## src/rtl/fetch_unit_if.sv

```systemverilog
// Fetch unit bus bundle: instruction-memory read port, decode handshake,
// and the redirect/halt controls coming back from decode.
interface fetch_unit_if #(
    parameter int WORD_SIZE = 8,
    parameter int ADDR_SIZE = 8
);
    logic [ADDR_SIZE-1:0]   imem_addr;
    logic                   imem_en;
    logic [2*WORD_SIZE-1:0] imem_data;
    logic [2*WORD_SIZE-1:0] inst;
    logic [ADDR_SIZE-1:0]   inst_pc;
    logic                   inst_valid;
    logic                   inst_ready;
    logic                   redirect;
    logic [ADDR_SIZE-1:0]   redirect_pc;
    logic                   halt;
    logic                   halted;

    modport master (
        output imem_addr, imem_en, inst, inst_pc, inst_valid, halted,
        input  imem_data, inst_ready, redirect, redirect_pc, halt
    );

    modport slave (
        input  imem_addr, imem_en, inst, inst_pc, inst_valid, halted,
        output imem_data, inst_ready, redirect, redirect_pc, halt
    );
endinterface

```

## src/rtl/fetch_unit.sv

```systemverilog
// Instruction fetch stage: owns the PC, reads imem (1-cycle latency),
// buffers words in a 2-entry queue and hands them to decode.
module fetch_unit #(
    parameter int WORD_SIZE = 8,
    parameter int ADDR_SIZE = 8,
    parameter logic [ADDR_SIZE-1:0] RESET_PC = '0
) (
    input  logic         clk,
    input  logic         rst,
    fetch_unit_if.master bus
);
    typedef logic [2*WORD_SIZE-1:0] word_t;
    typedef logic [ADDR_SIZE-1:0]   addr_t;
    typedef enum logic {RUN, HALTED} state_t;

    state_t     state, state_nx;
    addr_t      fetch_pc, inflight_pc;
    word_t      q_inst [2];
    addr_t      q_pc   [2];
    logic       head;
    logic [1:0] count;
    logic       inflight;
    logic       pop, issue, flush, push, tail;
    logic [2:0] occ;

    assign tail     = head ^ count[0];
    assign bus.inst    = q_inst[head];
    assign bus.inst_pc = q_pc[head];

    always_ff @(posedge clk or posedge rst) begin
        if (rst) state <= RUN;
        else     state <= state_nx;
    end

    always_comb begin
        state_nx       = state;
        bus.imem_addr  = fetch_pc;
        bus.inst_valid = 1'b0;
        bus.halted     = (state == HALTED);
        pop   = 1'b0;
        flush = 1'b0;
        push  = 1'b0;
        issue = 1'b0;
        occ   = '0;
        unique case (state)
            RUN: begin
                bus.inst_valid = (count != 2'd0);
                pop   = bus.inst_valid & bus.inst_ready;
                occ   = {1'b0, count} + {2'b0, inflight} - {2'b0, pop};
                flush = bus.halt | bus.redirect;
                push  = inflight & ~flush;
                if (bus.halt) begin
                    state_nx = HALTED;
                end else if (bus.redirect) begin
                    issue         = 1'b1;
                    bus.imem_addr = bus.redirect_pc;
                end else begin
                    issue = (occ < 3'd2);
                end
            end
            HALTED: begin
                issue = 1'b0;
            end
        endcase
        // Combinational outputs must stay quiet while reset is held.
        if (rst) begin
            issue         = 1'b0;
            bus.imem_addr = fetch_pc;
        end
        bus.imem_en = issue;
    end

    always_ff @(posedge clk or posedge rst) begin
        if (rst) begin
            fetch_pc    <= RESET_PC;
            inflight    <= 1'b0;
            inflight_pc <= '0;
            head        <= 1'b0;
            count       <= 2'd0;
            q_inst[0]   <= '0;
            q_inst[1]   <= '0;
            q_pc[0]     <= '0;
            q_pc[1]     <= '0;
        end else begin
            inflight <= issue;
            if (issue) begin
                inflight_pc <= bus.imem_addr;
                fetch_pc    <= bus.imem_addr + 1'b1;
            end
            if (flush) begin
                count <= 2'd0;
            end else begin
                if (push) begin
                    q_inst[tail] <= bus.imem_data;
                    q_pc[tail]   <= inflight_pc;
                end
                head  <= head ^ pop;
                count <= count + {1'b0, push} - {1'b0, pop};
            end
        end
    end
endmodule
```

## src/flat_wrapper.sv

```systemverilog
// flat-port wrapper written by rule: the top's interface ports become plain ports
module fetch_unit_flat 
#(
    parameter int WORD_SIZE = 8,
    parameter int ADDR_SIZE = 8,
    parameter logic [ADDR_SIZE-1:0] RESET_PC = '0
)
  (clk, rst, bus_imem_addr, bus_imem_en, bus_inst, bus_inst_pc, bus_inst_valid, bus_halted, bus_imem_data, bus_inst_ready, bus_redirect, bus_redirect_pc, bus_halt);
  fetch_unit_if #(.WORD_SIZE(WORD_SIZE), .ADDR_SIZE(ADDR_SIZE)) bus_i ();
  input  logic clk;
  input  logic rst;
  output wire logic [$bits(bus_i.imem_addr)-1:0] bus_imem_addr;
  output wire logic [$bits(bus_i.imem_en)-1:0] bus_imem_en;
  output wire logic [$bits(bus_i.inst)-1:0] bus_inst;
  output wire logic [$bits(bus_i.inst_pc)-1:0] bus_inst_pc;
  output wire logic [$bits(bus_i.inst_valid)-1:0] bus_inst_valid;
  output wire logic [$bits(bus_i.halted)-1:0] bus_halted;
  input wire logic [$bits(bus_i.imem_data)-1:0] bus_imem_data;
  input wire logic [$bits(bus_i.inst_ready)-1:0] bus_inst_ready;
  input wire logic [$bits(bus_i.redirect)-1:0] bus_redirect;
  input wire logic [$bits(bus_i.redirect_pc)-1:0] bus_redirect_pc;
  input wire logic [$bits(bus_i.halt)-1:0] bus_halt;
  assign bus_imem_addr = bus_i.imem_addr;
  assign bus_imem_en = bus_i.imem_en;
  assign bus_inst = bus_i.inst;
  assign bus_inst_pc = bus_i.inst_pc;
  assign bus_inst_valid = bus_i.inst_valid;
  assign bus_halted = bus_i.halted;
  assign bus_i.imem_data = bus_imem_data;
  assign bus_i.inst_ready = bus_inst_ready;
  assign bus_i.redirect = bus_redirect;
  assign bus_i.redirect_pc = bus_redirect_pc;
  assign bus_i.halt = bus_halt;
  fetch_unit #(.WORD_SIZE(WORD_SIZE), .ADDR_SIZE(ADDR_SIZE), .RESET_PC(RESET_PC)) u_core (.clk(clk), .rst(rst), .bus(bus_i));
endmodule
```

## config.mk

```make
export PLATFORM = sky130hd
export DESIGN_NAME = fetch_unit_flat
export DESIGN_NICKNAME = d
export VERILOG_FILES = /design/src/rtl/fetch_unit_if.sv /design/src/rtl/fetch_unit.sv /design/src/flat_wrapper.sv
export SDC_FILE = /design/constraint.sdc
export NUM_CORES = 1
export LEC_CHECK = 0
export BUFFER_PORTS_ARGS = -buffer_cell sky130_fd_sc_hd__buf_4
export CAP_MARGIN = 20
export CORE_MARGIN = 3
export CORE_UTILIZATION = 29
export CTS_BUF_LIST = sky130_fd_sc_hd__clkbuf_8
export DETAILED_ROUTE_END_ITERATION = 10
export REMOVE_ABC_BUFFERS = 1
export SETUP_SLACK_MARGIN = 0.5
export SYNTH_ARGS = -nofsm -noshare
export SYNTH_HDL_FRONTEND = slang
export SYNTH_SLANG_ARGS = --single-unit
```

## constraint.sdc

```tcl
create_clock -name clk -period 4.59 [get_ports clk]
set_input_delay 0.2295 -clock clk [delete_from_list [all_inputs] [get_ports clk]]
set_output_delay 0.2295 -clock clk [all_outputs]
set_load 0.05 [all_outputs]
```

Word-level counts from Yosys, hierarchy flattened
Index checks and enable logic that the tools add are counted.

Flip-flop bits (word level): 69. Input port bits: 29. Logic and storage cells: 59.

Add/subtract/negate cells: 5. Magnitude comparators: 4. Muxes and demuxes: 27. Bitwise gates (word level): 10. Reductions and logical operators: 3.

Operator list (count): $mux W16 (4); $mux W8 (8); $bwmux W32 (1); $bwmux W16 (1); $demux W16 S1 (1); $mux W1 (9); $add A8 B1 Y8 const B (1); $demux W8 S1 (1); $ge A2 B2 Y1 const B (2); $not A1 Y2 (2); $add A2 B1 Y3 (1); $lt A3 B2 Y1 const B (1); $not A1 Y1 (3); $sub A3 B1 Y3 (1); $add A2 B1 Y2 (1); $and A1 B1 Y1 (2); $lt A2 B1 Y1 const B (1); $mux W2 (1); $pmux W1 S2 (1); $reduce_and A2 Y1 (1); $reduce_bool A2 Y1 (1); $sub A2 B1 Y2 (1); $xor A1 B1 Y1 (2); $logic_and A1 B1 Y1 (1); $or A1 B1 Y1 (1).

Longest topological paths before layout
Gate-level depths: netlist (run 1).

Depth after elaboration: 8. Gate-level depth with buffers: 11. Mapped depth without buffers: 10.

Worst setup path before layout (run 1)
Ideal clock, no wire load.

Path kind: register -> register. Start point: reg u_core.state (netlist: u_core.bus.halted). End point: reg u_core.fetch_pc[4]. Setup time: 0.121 ns. Data arrival time: 2.637 ns. Data required time: 4.469 ns. Setup slack: 1.832 ns. Stages on the path, launching flop included: 10. Path buffers: 2. Cells stage by stage: dfrtp_1 nor4b_1 buf_2 buf_2 mux2_2 ha_1 nand3_1 xor2_1 a22oi_1 o22a_1.

Word-level cells in the longest chain between the ends: 3.

RTL lines: from (decl) (RTL line fetch_unit.sv:16) `state_t state, state_nx;`; from (signal assigned) (RTL line fetch_unit.sv:32) `else state <= state_nx;`; $mux W8 (RTL line fetch_unit.sv:45) `unique case (state)`; $mux W8 (RTL line fetch_unit.sv:66) `if (rst) begin`; net bus_imem_addr[1] (RTL line flat_wrapper.sv:12) `output wire logic [$bits(bus_i.imem_addr)-1:0] bus_imem_addr;`; $add A8 B1 Y8 (RTL line fetch_unit.sv:88) `fetch_pc <= bus.imem_addr + 1'b1;`; to (signal assigned) (RTL line fetch_unit.sv:88); to (decl) (RTL line fetch_unit.sv:17) `addr_t fetch_pc, inflight_pc;`.

The timed path passes the listed nets, and every way through them passes these cells. A chain may end at the register's enable or synchronous reset.

Worst setup path in the final report (run 1)
Start point: reg u_core.count[1]. End point: out bus_imem_en.

Word-level cells in the longest chain between the ends: 8.

RTL lines: from (decl) (RTL line fetch_unit.sv:21) `logic [1:0] count;`; from (signal assigned) (RTL line fetch_unit.sv:98) `count <= count + {1'b0, push} - {1'b0, pop};`; parallel branches: the longest is 2 deep, another holds $add A2 B1 Y3; $sub A3 B1 Y3 (*) (RTL line fetch_unit.sv:49) `occ = {1'b0, count} + {2'b0, inflight} - {2'b0, pop};`; $lt A3 B2 Y1 (*) (RTL line fetch_unit.sv:58) `issue = (occ < 3'd2);`; $mux W1 (*) (RTL line fetch_unit.sv:54) `end else if (bus.redirect) begin`; $mux W1 (*) (RTL line fetch_unit.sv:52) `if (bus.halt) begin`; $pmux W1 S2 (*) (RTL line fetch_unit.sv:45); $mux W1 (*) (RTL line fetch_unit.sv:66); to (decl) (RTL line flat_wrapper.sv:13) `output wire logic [$bits(bus_i.imem_en)-1:0] bus_imem_en;`.

Mark *: on every way between the ends.

==> run_results.csv, run 1 <==
group,metric,value,unit
run_status,run_status,"finished clean",
worst_setup_path,crit_buf_inv,4,
die,initial_core_util,0.305,
sta,rsz0062_at_grt,"false",
routing,ant_nets,0,
global_routing,grt_max_degree,44,
worst_hold_path,hold_class,"in2reg",
global_routing,first_global_vias,2383,
routing,wl,7070,µm
finish,mostFrequentLayoutCells,"dfrtp_1 (69), buf_4 (68), mux2_2 (57)",
yosys,synth_area,3400,µm²
yosys,seq_area_frac_synth,0.507,
clocking,holdBufCountCts,1,
placement,dpl_cell_area,4000,µm²
die,die_h,114,µm
power,vdd_drop_max,0.123,mV
worst_setup_path,critPathTopFamily,"buffers and inverters",
placement,gp_congestion,0.815,
clocking,cts_tree,"done",
worst_setup_path,worst_ep_arrival_time,3290,ps
worst_setup_path,slowest_delay,520,ps
yosys,ys_ff_latch,69,
placement,portBuffers,63,
sta,slew_violations,0,
worst_setup_path,reg2reg_to,"u_core.fetch_pc[5]",
worst_setup_path,cp-startpoint,"u_core.count[1]",
die,rows,38,
clocking,cts_buffers,9,
sta,max_slew.worst_pin.slew,844,ps
power,power_density,305,nW/µm²
sta,fmax,284,MHz
worst_setup_path,path_cells,"o21ai_0 > inv_1 > ha_1 > nand2b_1 > fa_1 > nor4b_1 > a21oi_1 > buf_4 > inv_1 > buf_4",
routing,vias,2264,
clocking,clkLatencyLatePin,330,ps
sta,hold_viol_final,0,
finish,final_cell_area,4190,µm²
clocking,cts_setup_buffers,0,
power,clockPowerShare,0.351,
routing,viasPerCell,4.74,
sta,period_share,0.767,
sta,relSlewSlack,0.437,
finish,antenna_cells,0,
finish,layout-drive-gt1-share,0.482,
sta,fin_setup_tns,0,ps
power,swShare,0.266,
global_routing,overflow,0,
worst_setup_path,crit_end,"bus_imem_en",
worst_setup_path,rr_worst_depth,11,
global_routing,groute.usage.overall,0.117,
yosys,yosys_warnings,0,
worst_setup_path,r2r-start,"u_core.count[1]",
worst_setup_path,path_max_fanout,22,
routing,wire_per_inst,14.8,µm
sta,setup_viol,0,
power,p_switching,0.340,mW
die,fp.dieArea,13100,µm²
clocking,clock-sinks,69,
clocking,path_clk_slew,70,ps
worst_setup_path,crit_type,"reg2out",
routing,drt-initial-drc-count,91,
placement,dp_hpwl,4770,µm
power,p_comb_frac,0.143,
clocking,htreeDepth,3,
clocking,root_buffer,"clkbuf_8",
finish,area_delta_synth_final,23.1,%
worst_setup_path,cp-end-kind,"output pin",
worst_setup_path,critPathLaunchType,"flip-flop",
finish,layout.nets,368,
sta,fin_crit,3520,ps
yosys,synthCells,267,
clocking,cts-resized-gates,0,
power,p_leak,2.17,nW
worst_setup_path,required,4360,ps
power,p_int,0.936,mW
die,io_pins,64,
worst_setup_path,r2r_setup_slack,1470,ps
yosys,syn_area_per_cell,12.7,µm²
worst_setup_path,cp_slowest_cell,"fa_1",
worst_setup_path,cp.depth,10,
yosys,yosys.cell_types.count,36,
die,core_area,11200,µm²
routing,dr.pass1.iters,4,
power,p_seq_frac,0.507,
routing,drc,0,
sta,finClkSkew,7.61,ps
run,maxCapViolations,0,
clocking,ctsLongestPathBuffers,2,
die,dieWidth,114,µm
finish,final_common_cell,"dfrtp_1",
global_routing,grt_pass1_wl,12200,µm
global_routing,antenna_found_initial,0,
## worst reg2reg max path: cells and delay by family, from the launching register on
kind            cells  cell delay, ps
fa+ha+maj           2             810
flops               1             450
buf+inv             3             600
compound gates      3             660
simple gates        3             490
## metrics by stage
stage,instances,total power [mW],hold slack [ps],util,setup slack [ps]
6_report,478,1.28,140,0.375,1070
5_1_grt,478,1.35,114,0.375,742
4_1_cts,478,1.31,114,0.375,1030
3_5_place_dp,462,0.843,371,0.358,1410
3_3_place_gp,462,0.838,355,0.358,1510
2_1_floorplan,254,0.774,369,-,129
## final cells by class
| class | instances | area (µm²) |
|---|---|---|
| tap | 140 | 175 |
| clock buffer | 12 | 165 |
| timing repair buffer | 69 | 520 |
| multi-input combinational | 176 | 1560 |
| inverter | 9 | 33.8 |
| fill | 1099 | 6980 |
| sequential | 69 | 1730 |
| clock inverter | 3 | 12.5 |
## worst min path at each step
stage / depth (start not counted) / to / slack (ps) / start
5_1_grt: 2 / u_core.q_inst[16] / 110 / bus_imem_data[0]
3_5_place_dp: 2 / u_core.count[1] / 370 / rst
6_report: 2 / u_core.q_inst[30] / 140 / bus_imem_data[14]
3_3_place_gp: 2 / u_core.count[1] / 360 / rst
4_1_cts: 2 / u_core.q_inst[10] / 110 / bus_imem_data[10]
2_1_floorplan: 1 / u_core.bus.halted / 370 / bus_halt
## registers in the layout (all words and copies together) (netlist names)
register	flops
u_core.bus.halted	1
u_core.inflight	1
u_core.inflight_pc	8
u_core.fetch_pc	8
u_core.count	2
u_core.q_inst	32
u_core.q_pc	16
u_core.head	1
## per-layer routing
metal | vias up | wire length (µm) | track usage
met3 | 7 | 372 | 0.0375
met1 | 1122 | 3130 | 0.151
met2 | 60 | 3500 | 0.193
met5 | - | 0 | 0
li1 | 1075 | - | -
met4 | 0 | 70 | 0.0269
## power groups by stage
stage / Sequential (mW) / Clock, mW / Combinational (mW)
after floorplan: 0.655 / 0 / 0.120
final: 0.647 / 0.447 / 0.182
after CTS: 0.646 / 0.475 / 0.186
after global placement: 0.657 / 0 / 0.181
after global routing: 0.650 / 0.504 / 0.200
after detailed placement: 0.659 / 0 / 0.185
## cell usage after synthesis (all sizes together)
cell type	count	area share
mux2	77	0.28
dfrtp	69	0.51
nand2	28	0.031
inv	9	0.0099
o21ai	9	0.013
buf	8	0.022
nor2	8	0.0088
nand3	7	0.010
clkbuf	5	0.0055
xor2	5	0.013
ha	4	0.015
mux2i	4	0.012
a21oi	3	0.0044
nand4	3	0.0055
nor4b	3	0.0077
or4	3	0.0066
xnor2	3	0.0077
a31oi	2	0.0037
nor3	2	0.0029
nor4	2	0.0037
or2	2	0.0044
a211o	1	0.0026
a22o	1	0.0026
a22oi	1	0.0022
fa	1	0.0059
nand2b	1	0.0018
nor2b	1	0.0018
o211ai	1	0.0022
o21a	1	0.0022
o22a	1	0.0026
or3	1	0.0018
or4b	1	0.0029
## cell families after synthesis
logic type / share of synthesized area
buf+inv: 0.0379
compound gates: 0.0357
simple gates: 0.0893
flops: 0.507
xor+xnor: 0.0206
fa+ha+maj: 0.0206
mux: 0.289
Power figures use the tool's default switching activity.
==> run 2: changes to the inputs <==
==> constraint.sdc (replaced) <==
create_clock -name clk -period 3.7 [get_ports clk]
set_input_delay 0.185 -clock clk [delete_from_list [all_inputs] [get_ports clk]]
set_output_delay 0.185 -clock clk [all_outputs]
set_load 0.05 [all_outputs]
==> run_results.csv, run 2 (synthesis results as in run 1) <==
group,metric,value,unit
run_status,run_status,"finished clean",
finish,antenna_cells,0,
sta,slew_violations,0,
clocking,root_buffer,"clkbuf_8",
power,vdd_drop_max,0.178,mV
finish,layout-drive-gt1-share,0.501,
routing,vias,2208,
sta,rsz0062_at_grt,"false",
routing,dr.pass1.iters,4,
power,p_total,1.62,mW
global_routing,groute.usage.overall,0.114,
clocking,htreeDepth,3,
routing,ant_nets,0,
finish,ff_latch_area,1730,µm²
power,power_density,383,nW/µm²
routing,wire_per_inst,14.6,µm
clocking,ctsLongestPathBuffers,2,
die,fp.dieArea,13100,µm²
worst_hold_path,hold_class,"in2async",
finish,fin_cells,483,
sta,hold_viol_final,0,
placement,dp_cells,462,
placement,dp_hpwl,4900,µm
global_routing,overflow,0,
finish,largest_register_ffs,32,
worst_setup_path,required,3510,ps
die,io_pins,64,
finish,largest_register,"u_core.q_inst",
die,initial_core_util,0.305,
routing,wl,7040,µm
placement,dp_slack,770,ps
sta,finClkSkew,9.42,ps
placement,portBuffers,63,
die,core_area,11200,µm²
sta,hold_ws,60.1,ps
finish,multi_input_area,1560,µm²
global_routing,antenna_found_initial,0,
worst_setup_path,cp-end-kind,"output pin",
global_routing,first_global_vias,2332,
clocking,clock-sinks,69,
worst_setup_path,path_max_fanout,7,
finish,final_common_cell,"buf_4",
die,dieWidth,114,µm
global_routing,grt_pass1_wl,11700,µm
die,rows,38,
power,p_leak,2.19,nW
finish,top_regs,"u_core.q_inst (32), u_core.q_pc (16)",
sta,fin_crit,2980,ps
sta,fin_setup_tns,0,ps
sta,relSlewSlack,0.406,
placement,gp_congestion,0.780,
run,maxCapViolations,0,
worst_setup_path,rr_worst_depth,10,
routing,drt-initial-drc-count,131,
clocking,holdBufCountCts,0,
finish,mostFrequentLayoutCells,"buf_4 (72), dfrtp_1 (69), mux2_2 (57)",
sta,fmax,336,MHz
routing,viasPerCell,4.57,
worst_setup_path,crit_type,"reg2out",
clocking,cts_buffers,9,
worst_setup_path,cp-startpoint,"u_core.count[1]",
finish,layout.nets,372,
sta,setup_viol,0,
clocking,cts_tree,"done",
clocking,path_clk_slew,80,ps
sta,max_slew.worst_pin.slew,890,ps
die,die_h,114,µm
global_routing,grt_max_degree,44,
routing,drc,0,
sta,period_share,0.805,
finish,area_delta_synth_final,24.5,%
clocking,clkLatencyLatePin,340,ps
sta,layout_setup_ws,721,ps
worst_setup_path,worst_ep_arrival_time,2790,ps
worst_setup_path,critPathLaunchType,"flip-flop",
finish,fill_cells,1085,
worst_setup_path,r2r-start,"u_core.count[1]",
## run 2: cell count changes in the layout (fill, tap and decap cells not counted), moves of 3 or more
cell,delta
buf_4,+4
inv_1,-3
clkinv_2,+3
clkbuf_8,-3
## run 2: repair_timing
action,4_1_cts,5_1_grt
buffers inserted,0,5
endpoints found under the setup margin,1,1
gates resized for setup,1,1
## run 2: final cells by class
class | count | share of cell area
sequential | 69 | 0.408
multi-input combinational | 176 | 0.367
timing repair buffer | 73 | 0.131
tap | 140 | 0.0413
clock buffer | 9 | 0.0292
clock inverter | 7 | 0.0157
inverter | 9 | 0.00797
## run 2: layer usage
layer,track usage,wire (µm),vias to the layer above,share of wire
li1,-,-,1085,-
met1,0.150,3290,1060,0.47
met2,0.180,3360,56,0.48
met3,0.0285,307,7,0.044
met4,0.0451,82,0,0.012
met5,0,0,-,0
## run 2: path summary, 6_finish.rpt
path / endpoint / slack, ps
worst min register to register: u_core.q_inst[11] / 500
min in group clk: u_core.q_inst[17] / 90
max in group asynchronous: u_core.fetch_pc[6] / 2730
worst max-delay path: bus_imem_en / 720
worst min-delay path: u_core.count[1] / 60
worst max register to register: u_core.inflight_pc[0] / 870
## run 2: power breakdown
part | total (mW) | internal [mW] | switching, mW
Clock | 0.595 | 0.308 | 0.288
Sequential | 0.801 | 0.781 | 0.0207
Combinational | 0.225 | 0.0909 | 0.134
Total | 1.62 | 1.18 | 0.442
## run 2: metrics by stage
step	instance area (µm²)	utilization
finish	4240	0.379
global route	4240	0.379
CTS	4200	0.376
detailed placement	4010	0.359
global placement	3990	0.357
floorplan	3310	-
## run 2: critical path: stages (launching register included)
cell and delay (ps):
dfrtp_1 450, o21ai_1 230, inv_1 70, ha_1 280, nand2b_1 170, fa_1 520, nor4b_1 230, a21oi_1 140
inv_2 150, buf_4 220
==> run 3: changes to the inputs <==
==> constraint.sdc (replaced) <==
create_clock -name clk -period 2.5 [get_ports clk]
set_input_delay 0.125 -clock clk [delete_from_list [all_inputs] [get_ports clk]]
set_output_delay 0.125 -clock clk [all_outputs]
set_load 0.05 [all_outputs]
==> run_results.csv, run 3 (synthesis results as in run 1) <==
group,metric,value,unit
worst_setup_path,critPathTopFamily,"adder cells",
global_routing,grt_pass1_wl,12800,µm
worst_setup_path,worst_ep_arrival_time,2740,ps
placement,portBuffers,63,
routing,viasPerCell,4.68,
power,p_switching,0.640,mW
finish,layout-drive-gt1-share,0.593,
finish,mostFrequentLayoutCells,"buf_4 (82), dfrtp_1 (68), mux2_2 (54)",
sta,fin_crit,2510,ps
clocking,cts_tree,"done",
global_routing,groute.usage.overall,0.126,
worst_setup_path,r2r_setup_slack,-10,ps
finish,fin_util,0.418,
global_routing,first_global_vias,2544,
worst_hold_path,hold_path_depth,2,
worst_setup_path,crit_type,"reg2reg",
placement,gp_congestion,0.791,
run_status,violations,"setup timing",
sta,rsz0062_at_grt,"true",
die,initial_core_util,0.305,
worst_setup_path,path_max_fanout,6,
sta,hold_viol_final,0,
die,dieWidth,114,µm
clocking,cts_buffers,9,
power,power_density,495,nW/µm²
worst_setup_path,reg2reg_to,"u_core.fetch_pc[5]",
sta,finClkSkew,10.3,ps
sta,max_slew.worst_pin.slew,790,ps
run_status,run_status,"finished with violations",
worst_setup_path,rr_worst_depth,12,
finish,layout.nets,400,
power,vdd_drop_max,0.249,mV
finish,final_common_cell,"buf_4",
finish,area_delta_synth_final,37.3,%
global_routing,antenna_found_initial,0,
finish,top_regs,"u_core.q_inst (32), u_core.q_pc (16)",
power,clockPowerShare,0.312,
routing,dr.pass1.iters,4,
worst_setup_path,slowest_delay,440,ps
power,p_total,2.31,mW
routing,drt-initial-drc-count,65,
finish,largest_register_ffs,32,
clocking,htreeDepth,3,
finish,ff_latch_area,1730,µm²
placement,dp_hpwl,5080,µm
finish,largest_register,"u_core.q_inst",
die,io_pins,64,
power,p_seq_frac,0.515,
clocking,clkLatencyLatePin,330,ps
routing,drc,0,
sta,relSlewSlack,0.473,
worst_setup_path,path_cells,"o21ai_2 > inv_2 > ha_4 > nand2b_4 > fa_1 > nor4b_4 > a21oi_2 > inv_2 > buf_4 > buf_6 > buf_4 > a22o_1",
sta,fmax,398,MHz
worst_hold_path,whs_endpoint,"u_core.q_inst[15]",
power,p_int,1.67,mW
clocking,clock-sinks,69,
power,p_leak,2.42,nW
worst_setup_path,required,2730,ps
finish,multi_input_area,1690,µm²
worst_hold_path,min_from,"bus_imem_data[15]",
finish,antenna_cells,0,
sta,setup_viol,2,
routing,wl,7950,µm
clocking,ctsLongestPathBuffers,2,
power,p_comb_frac,0.173,
die,fp.dieArea,13100,µm²
worst_hold_path,hold_class,"in2reg",
die,rows,38,
sta,period_share,1.00,
sta,fin_setup_tns,-17.2,ps
power,swShare,0.277,
worst_setup_path,crit_buf_inv,5,
run,maxCapViolations,0,
finish,fill_cells,1066,
die,die_h,114,µm
die,core_area,11200,µm²
worst_setup_path,r2r-start,"u_core.count[1]",
routing,wire_per_inst,15.6,µm
global_routing,grt_max_degree,36,
routing,vias,2393,
global_routing,overflow,0,
worst_setup_path,critPathLaunchType,"flip-flop",
sta,slew_violations,0,
clocking,path_clk_slew,70,ps
routing,ant_nets,0,
worst_setup_path,cp_slowest_cell,"fa_1",
clocking,root_buffer,"clkbuf_8",
worst_setup_path,cp-end-kind,"flip-flop",
sta,layout_setup_ws,-11.9,ps
## run 3: changes by cell type in the layout (fill, tap and decap cells not counted), sizes merged
cell	change
buf	+27
inv	+5
clkinv	-3
bufinv	-1
clkinvlp	-1
dlygate4sd3	+1
## run 3: power by group through the flow
stage / clock network [mW] / logic (mW) / registers [mW]
5_1_grt: 0.813 / 0.433 / 1.20
3_5_place_dp: 0 / 0.352 / 1.21
6_report: 0.721 / 0.401 / 1.19
2_1_floorplan: 0 / 0.220 / 1.20
3_3_place_gp: 0 / 0.347 / 1.20
4_1_cts: 0.763 / 0.384 / 1.19
## run 3: timing repair
item | 4_1_cts | 5_1_grt
hold buffers | 1 | 0
pin swaps | 9 | 4
endpoints found under the hold margin | 29 | 0
gates cloned | 2 | 0
resized for setup | 51 | 20
endpoints found under the setup margin | 50 | 25
buffers inserted | 12 | 4
## run 3: layer usage
| metal | up-vias | wire length (µm) | track usage | share of wire |
|---|---|---|---|---|
| met3 | 7 | 346 | 0.0354 | 0.044 |
| met5 | - | 0 | 0 | 0 |
| met2 | 44 | 3970 | 0.222 | 0.50 |
| met1 | 1204 | 3570 | 0.152 | 0.45 |
| li1 | 1138 | - | - | - |
| met4 | 0 | 65 | 0.0309 | 0.0082 |
## run 3: layout make-up
type / instances / area share
Clock buffer: 9 / 0.0265
Clock inverter: 7 / 0.00616
Inverter: 9 / 0.00723
Multi-Input combinational cell: 176 / 0.362
Sequential cell: 69 / 0.370
Tap cell: 140 / 0.0375
Timing Repair Buffer: 101 / 0.191
## run 3: how the worst max path moves through the flow
stage                           start                     to  slack, ps  cells past startpoint
finish                u_core.count[1]     u_core.fetch_pc[5]        -10                     12
global route          u_core.count[1]            bus_imem_en       -160                      9
CTS                   u_core.count[0]            bus_imem_en        -10                      9
detailed placement    u_core.count[1]  u_core.inflight_pc[0]       -130                     10
global placement      u_core.count[1]  u_core.inflight_pc[0]       -110                     10
floorplan           u_core.bus.halted     u_core.fetch_pc[5]      -1960                      5
## run 3: through the flow
stage	cells	setup WS [ps]	hold WS, ps	cell area, µm²
5_1_grt	511	-156	5.83	4670
6_report	511	-11.9	31.6	4670
3_5_place_dp	476	-127	349	4120
3_3_place_gp	476	-106	347	4120
4_1_cts	507	-9.55	4.96	4590
2_1_floorplan	254	-1960	264	3310
